### src/rtl/mult_pkg.sv
// Shared definitions for the sequential multiplier: FSM state encoding and
// DONE pulse length.
package mult_pkg;

  typedef enum logic [1:0] {
    IDLE = 2'd0,
    RUN  = 2'd1,
    DONE = 2'd2
  } state_t;

  localparam int unsigned DONE_PULSE_LEN = 1;

endpackage

### src/rtl/adder_n.sv
// WIDTH-bit ripple adder with carry out; used once for the accumulate step.
module adder_n #(
  parameter int WIDTH = 8
) (
  input  logic [WIDTH-1:0] in0,
  input  logic [WIDTH-1:0] in1,
  output logic [WIDTH-1:0] sum,
  output logic             cout
);

  assign {cout, sum} = {1'b0, in0} + {1'b0, in1};

endmodule

### src/rtl/seq_multiplier.sv
// Shift-and-add multiplier, WIDTH iterations per product, start/ready/done handshake.
// Define MULT_SIGNED_EN for two's-complement operands (sign-magnitude internally).
module seq_multiplier
  import mult_pkg::*;
#(
  parameter int WIDTH = 8
) (
  input  logic               clk,
  input  logic               rst_n,
  input  logic               start,
  input  logic [WIDTH-1:0]   a,
  input  logic [WIDTH-1:0]   b,
  output logic               ready,
  output logic               busy,
  output logic               done,
  output logic [2*WIDTH-1:0] product
);

  localparam int CNT_W = $clog2(WIDTH + 1);

  state_t               state_q, state_d;
  logic [WIDTH-1:0]     mcand_q, mcand_d;
  logic [2*WIDTH-1:0]   p_q, p_d;
  logic [2*WIDTH-1:0]   product_q, product_d;
  logic [CNT_W-1:0]     cnt_q, cnt_d;

  logic [WIDTH-1:0]     addend;
  logic [WIDTH-1:0]     acc_sum;
  logic                 acc_carry;
  logic [2*WIDTH-1:0]   p_step;
  logic [WIDTH-1:0]     a_load, b_load;
  logic [2*WIDTH-1:0]   p_result;

  assign addend = p_q[0] ? mcand_q : '0;

  adder_n #(.WIDTH(WIDTH)) u_adder (
    .in0  (p_q[2*WIDTH-1:WIDTH]),
    .in1  (addend),
    .sum  (acc_sum),
    .cout (acc_carry)
  );

  assign p_step = {acc_carry, acc_sum, p_q[WIDTH-1:1]};

`ifdef MULT_SIGNED_EN
  logic neg_q, neg_d;

  // Widened by one bit so the most negative operand maps to 2^(WIDTH-1) exactly.
  function automatic logic [WIDTH-1:0] magnitude(input logic [WIDTH-1:0] v);
    logic [WIDTH:0] ext;
    ext = {v[WIDTH-1], v};
    if (v[WIDTH-1]) ext = '0 - ext;
    return ext[WIDTH-1:0];
  endfunction

  assign a_load   = magnitude(a);
  assign b_load   = magnitude(b);
  assign p_result = neg_q ? ('0 - p_step) : p_step;
`else
  assign a_load   = a;
  assign b_load   = b;
  assign p_result = p_step;
`endif

  always_comb begin
    state_d   = state_q;
    mcand_d   = mcand_q;
    p_d       = p_q;
    cnt_d     = cnt_q;
    product_d = product_q;
`ifdef MULT_SIGNED_EN
    neg_d     = neg_q;
`endif
    case (state_q)
      IDLE: begin
        if (start) begin
          mcand_d = a_load;
          p_d     = {{WIDTH{1'b0}}, b_load};
          cnt_d   = '0;
`ifdef MULT_SIGNED_EN
          neg_d   = a[WIDTH-1] ^ b[WIDTH-1];
`endif
          state_d = RUN;
        end
      end
      RUN: begin
        p_d   = p_step;
        cnt_d = cnt_q + 1'b1;
        if (cnt_q == CNT_W'(WIDTH - 1)) begin
          product_d = p_result;
          // Counter is reused to time the DONE pulse.
          cnt_d     = '0;
          state_d   = DONE;
        end
      end
      DONE: begin
        cnt_d = cnt_q + 1'b1;
        if (cnt_q == CNT_W'(DONE_PULSE_LEN - 1)) begin
          cnt_d   = '0;
          state_d = IDLE;
        end
      end
      default: state_d = IDLE;
    endcase
  end

  always_ff @(posedge clk or negedge rst_n) begin
    if (!rst_n) begin
      state_q   <= IDLE;
      mcand_q   <= '0;
      p_q       <= '0;
      cnt_q     <= '0;
      product_q <= '0;
`ifdef MULT_SIGNED_EN
      neg_q     <= 1'b0;
`endif
    end else begin
      state_q   <= state_d;
      mcand_q   <= mcand_d;
      p_q       <= p_d;
      cnt_q     <= cnt_d;
      product_q <= product_d;
`ifdef MULT_SIGNED_EN
      neg_q     <= neg_d;
`endif
    end
  end

  assign ready   = (state_q == IDLE);
  assign busy    = (state_q == RUN);
  assign done    = (state_q == DONE);
  assign product = product_q;

endmodule

### config.mk
export PLATFORM = sky130hd
export DESIGN_NAME = seq_multiplier
export DESIGN_NICKNAME = d
export VERILOG_FILES = /design/src/rtl/mult_pkg.sv /design/src/rtl/adder_n.sv /design/src/rtl/seq_multiplier.sv
export SDC_FILE = /design/constraint.sdc
export NUM_CORES = 1
export LEC_CHECK = 0
export CELL_PAD_IN_SITES_DETAIL_PLACEMENT = 0
export CELL_PAD_IN_SITES_GLOBAL_PLACEMENT = 1
export CORE_MARGIN = 8
export CORE_UTILIZATION = 38
export DETAILED_ROUTE_END_ITERATION = 10
export HOLD_SLACK_MARGIN = 0.12
export PLACE_DENSITY_LB_ADDON = 0.1
export SYNTH_ARGS = -nofsm -noshare
export SYNTH_HDL_FRONTEND = slang
export SYNTH_SLANG_ARGS = --single-unit
### constraint.sdc
create_clock -name clk -period 1.95 [get_ports clk]
set_input_delay 0.39 -clock clk [delete_from_list [all_inputs] [get_ports clk]]
set_output_delay 0.39 -clock clk [all_outputs]
set_load 0.02 [all_outputs]
==> results.txt <==
status: finished with violations
failing checks: setup timing
Layout area overhead: 32.80%
DR vias/cell: 4.933
RSZ-0062 raised after global routing: yes
CTS tree: done
DIE WIDTH: 94.70 um
sequential cell area: 1151 um2
share of layout cells above drive strength 1: 22.68%
# setup viols final: 1
Pins Over Slew Limit: 0
number of synthesis warnings: 0
ANT nets after route: 0
Max rail drop VDD: 0.5729 mV
Yosys reg bits: 46
worst path arrival time: 2.13 ns
Hold Violations, Final: 0
I/O pin count: 38
first-pass GRT wire length: 8.569 mm
Power Density: 1239 nW/um2
Synth async-reset ratio: 100.0%
Mapped Cells: 213
nets: 302
Post-synth top flop: dfrtp_1
total routed wirelength: 5.091 mm
n_diodes: 0
distinct cell type count of the synthesized netlist: 43
post-route clock period utilization: 100.1%
Hold Crit Class: reg2reg
clock sink count: 46
Fillers: 555
GRT overflow: 0
Worst Setup End Kind: flop
Post-DP HPWL: 3.843 mm
Mapped Avg Cell Area: 11.05 um2
crit start category: flop
Worst-Margin Slew: 0.3769 ns
design area: 3126 um2
Fin Clk Skew: 0.01041 ns
Max-Cap Viols: 0
syn_nets: 247
GR Util All Layers: 12.04%
CTS root buf: clkbuf_8
Worst Path Required: 2.13 ns
Synth Cell Area: 2354 um2
DR iter-0 viols: 47
Non-Filler Instances: 344
H-tree depth: 2
WHS: 0.4809 ns
core region area: 5956 um2
antenna violations before repair: 0
via count: 1697
DRT Pass-1 Iters: 3
Slowest-stage cell, CP: dfrtp_1
vias in the first global route: 1828
post-route setup slack: -0.001642 ns
Clock Latency Late Sink: 0.30 ns
Row Count: 28
clock-pin slew on the worst setup and hold paths: 0.09 ns
Place WS: -0.06251 ns
number of flops mapped to enable cells by yosys: 0
multi-input logic area: 1220 um2
Inst Count DP: 334
crit-path max cell delay: 0.38 ns
total negative slack: -0.001642 ns
post-layout minimum cycle time: 1.952 ns
Leak: 1.399 nW
Clock Path Buffers: 2
Placer Congestion: 0.7560
critical path class: reg2reg
full die area: 8968 um2
number of I/O port buffers: 37
TritonCTS buffer count: 5
relative slew slack: 74.81%
Residual DRC: 0
largest net degree at the start of global routing: 25
maximum fanout along the worst path: 3
max frequency: 0.5124 GHz
crit-path cells: and2_1 > ha_2 > fa_2 > a21o_1 > a221oi_2 > xor2_1 > o21ai_1
initial core utilization: 39.52%
DP Area: 2894 um2
Seq/Total Area, Yosys: 48.91%
Die H: 94.70 um
drt wl/cell: 14.80 um
## per-layer routing
layer	share of wire, %	track usage (%)	up-vias
met5	0	0	-
met4	1.1	3.511	0
met3	4.6	3.889	6
met2	46	18.95	25
met1	48	15.44	800
li1	-	-	866
## power by group
group	total, mW	leakage (nW)	internal (mW)	switching, mW
clock	0.885	0.0714	0.547	0.338
combinational	1.63	0.722	0.791	0.843
sequential	1.36	0.605	1.19	0.167
total	3.87	1.40	2.53	1.35
## Yosys cell counts, types with 4 or more instances
library cell / n / area (um2)
inv_1: 5 / 18.77
o21ai_1: 4 / 20.02
ha_1: 14 / 175.2
mux2_2: 17 / 191.4
dfrtp_1: 46 / 1151
a21oi_1: 11 / 55.05
mux2i_1: 8 / 80.08
and2_1: 9 / 56.30
o21ai_0: 17 / 85.08
o31ai_1: 4 / 30.03
nand2_1: 31 / 116.4
buf_2: 4 / 20.02
## cells by family after synthesis
logic type | after synthesis | share of synthesized area, %
AOI/OAI and AO/OA | 51 | 13.82
xor gates and xnor gates | 4 | 1.489
adders and majority gates | 15 | 8.294
buffers and inverters | 12 | 2.446
DFF | 46 | 48.91
muxes | 25 | 11.54
and+or+nand+nor | 60 | 13.50
## registers in the layout (all words and copies together) (netlist names)
register  count
p_q          16
product      16
mcand_q       8
cnt_q         4
state_q       2
## worst paths after layout
| kind | slack (ns) | cells past startpoint | start | endpoint |
|---|---|---|---|---|
| worst max-delay path | -0.002 | 7 | mcand_q[0]$_DFFE_PN0P_ | p_q[13]$_DFFE_PN0P_ |
| worst min-delay path | 0.48 | 2 | product[9]$_DFFE_PN0P_ | product[9]$_DFFE_PN0P_ |
| worst max register to register | -0.002 | 7 | mcand_q[0]$_DFFE_PN0P_ | p_q[13]$_DFFE_PN0P_ |
| worst min register to register | 0.48 | 2 | product[9]$_DFFE_PN0P_ | product[9]$_DFFE_PN0P_ |
| max in group asynchronous | 1.10 | 3 | rst_n | mcand_q[7]$_DFFE_PN0P_ |
| min in group asynchronous | 0.60 | 3 | rst_n | cnt_q[1]$_DFFE_PN0P_ |
## metrics by stage
step                power, mW  util (%)
global route            4.149     52.48
CTS                     3.812     51.43
global placement        2.885     48.59
finish                  3.874     52.48
floorplan               2.377         -
detailed placement      2.901     48.59
## worst max-delay path, delay by kind of cell (launching register included)
kind,cells,cell delay [ns]
xor gates and xnor gates,1,0.22
DFF,1,0.38
adders and majority gates,2,0.55
AOI/OAI and AO/OA,3,0.52
and+or+nand+nor,1,0.15
## cell usage in the layout (no fill, tap or decap), types with 3 or more instances in the layout
cell,instances
mux2_2,17
o31ai_1,4
a21oi_1,8
a21oi_2,3
clkdlybuf4s50_1,33
inv_1,5
mux2i_1,8
o21ai_0,17
o21ai_1,4
buf_4,17
and2_1,8
ha_4,4
nand2_1,31
dlygate4sd2_1,3
clkbuf_8,6
dfrtp_1,46
ha_1,9
## area by class of cell
class | count | area share, %
clock inverter | 2 | 1.922
inverter | 5 | 0.6005
multi-input combinational | 155 | 39.03
clock buffer | 6 | 2.642
tap | 75 | 3.002
timing repair buffer | 55 | 15.97
sequential | 46 | 36.83
## timing repair
item | in CTS | in global routing
endpoints found under the hold margin | 46 | 0
buffers inserted | 0 | 1
pin swaps | 1 | 2
hold buffers | 1 | 0
gates resized for setup | 7 | 7
setup endpoints to repair | 7 | 11
Power figures use the tool's default switching activity.
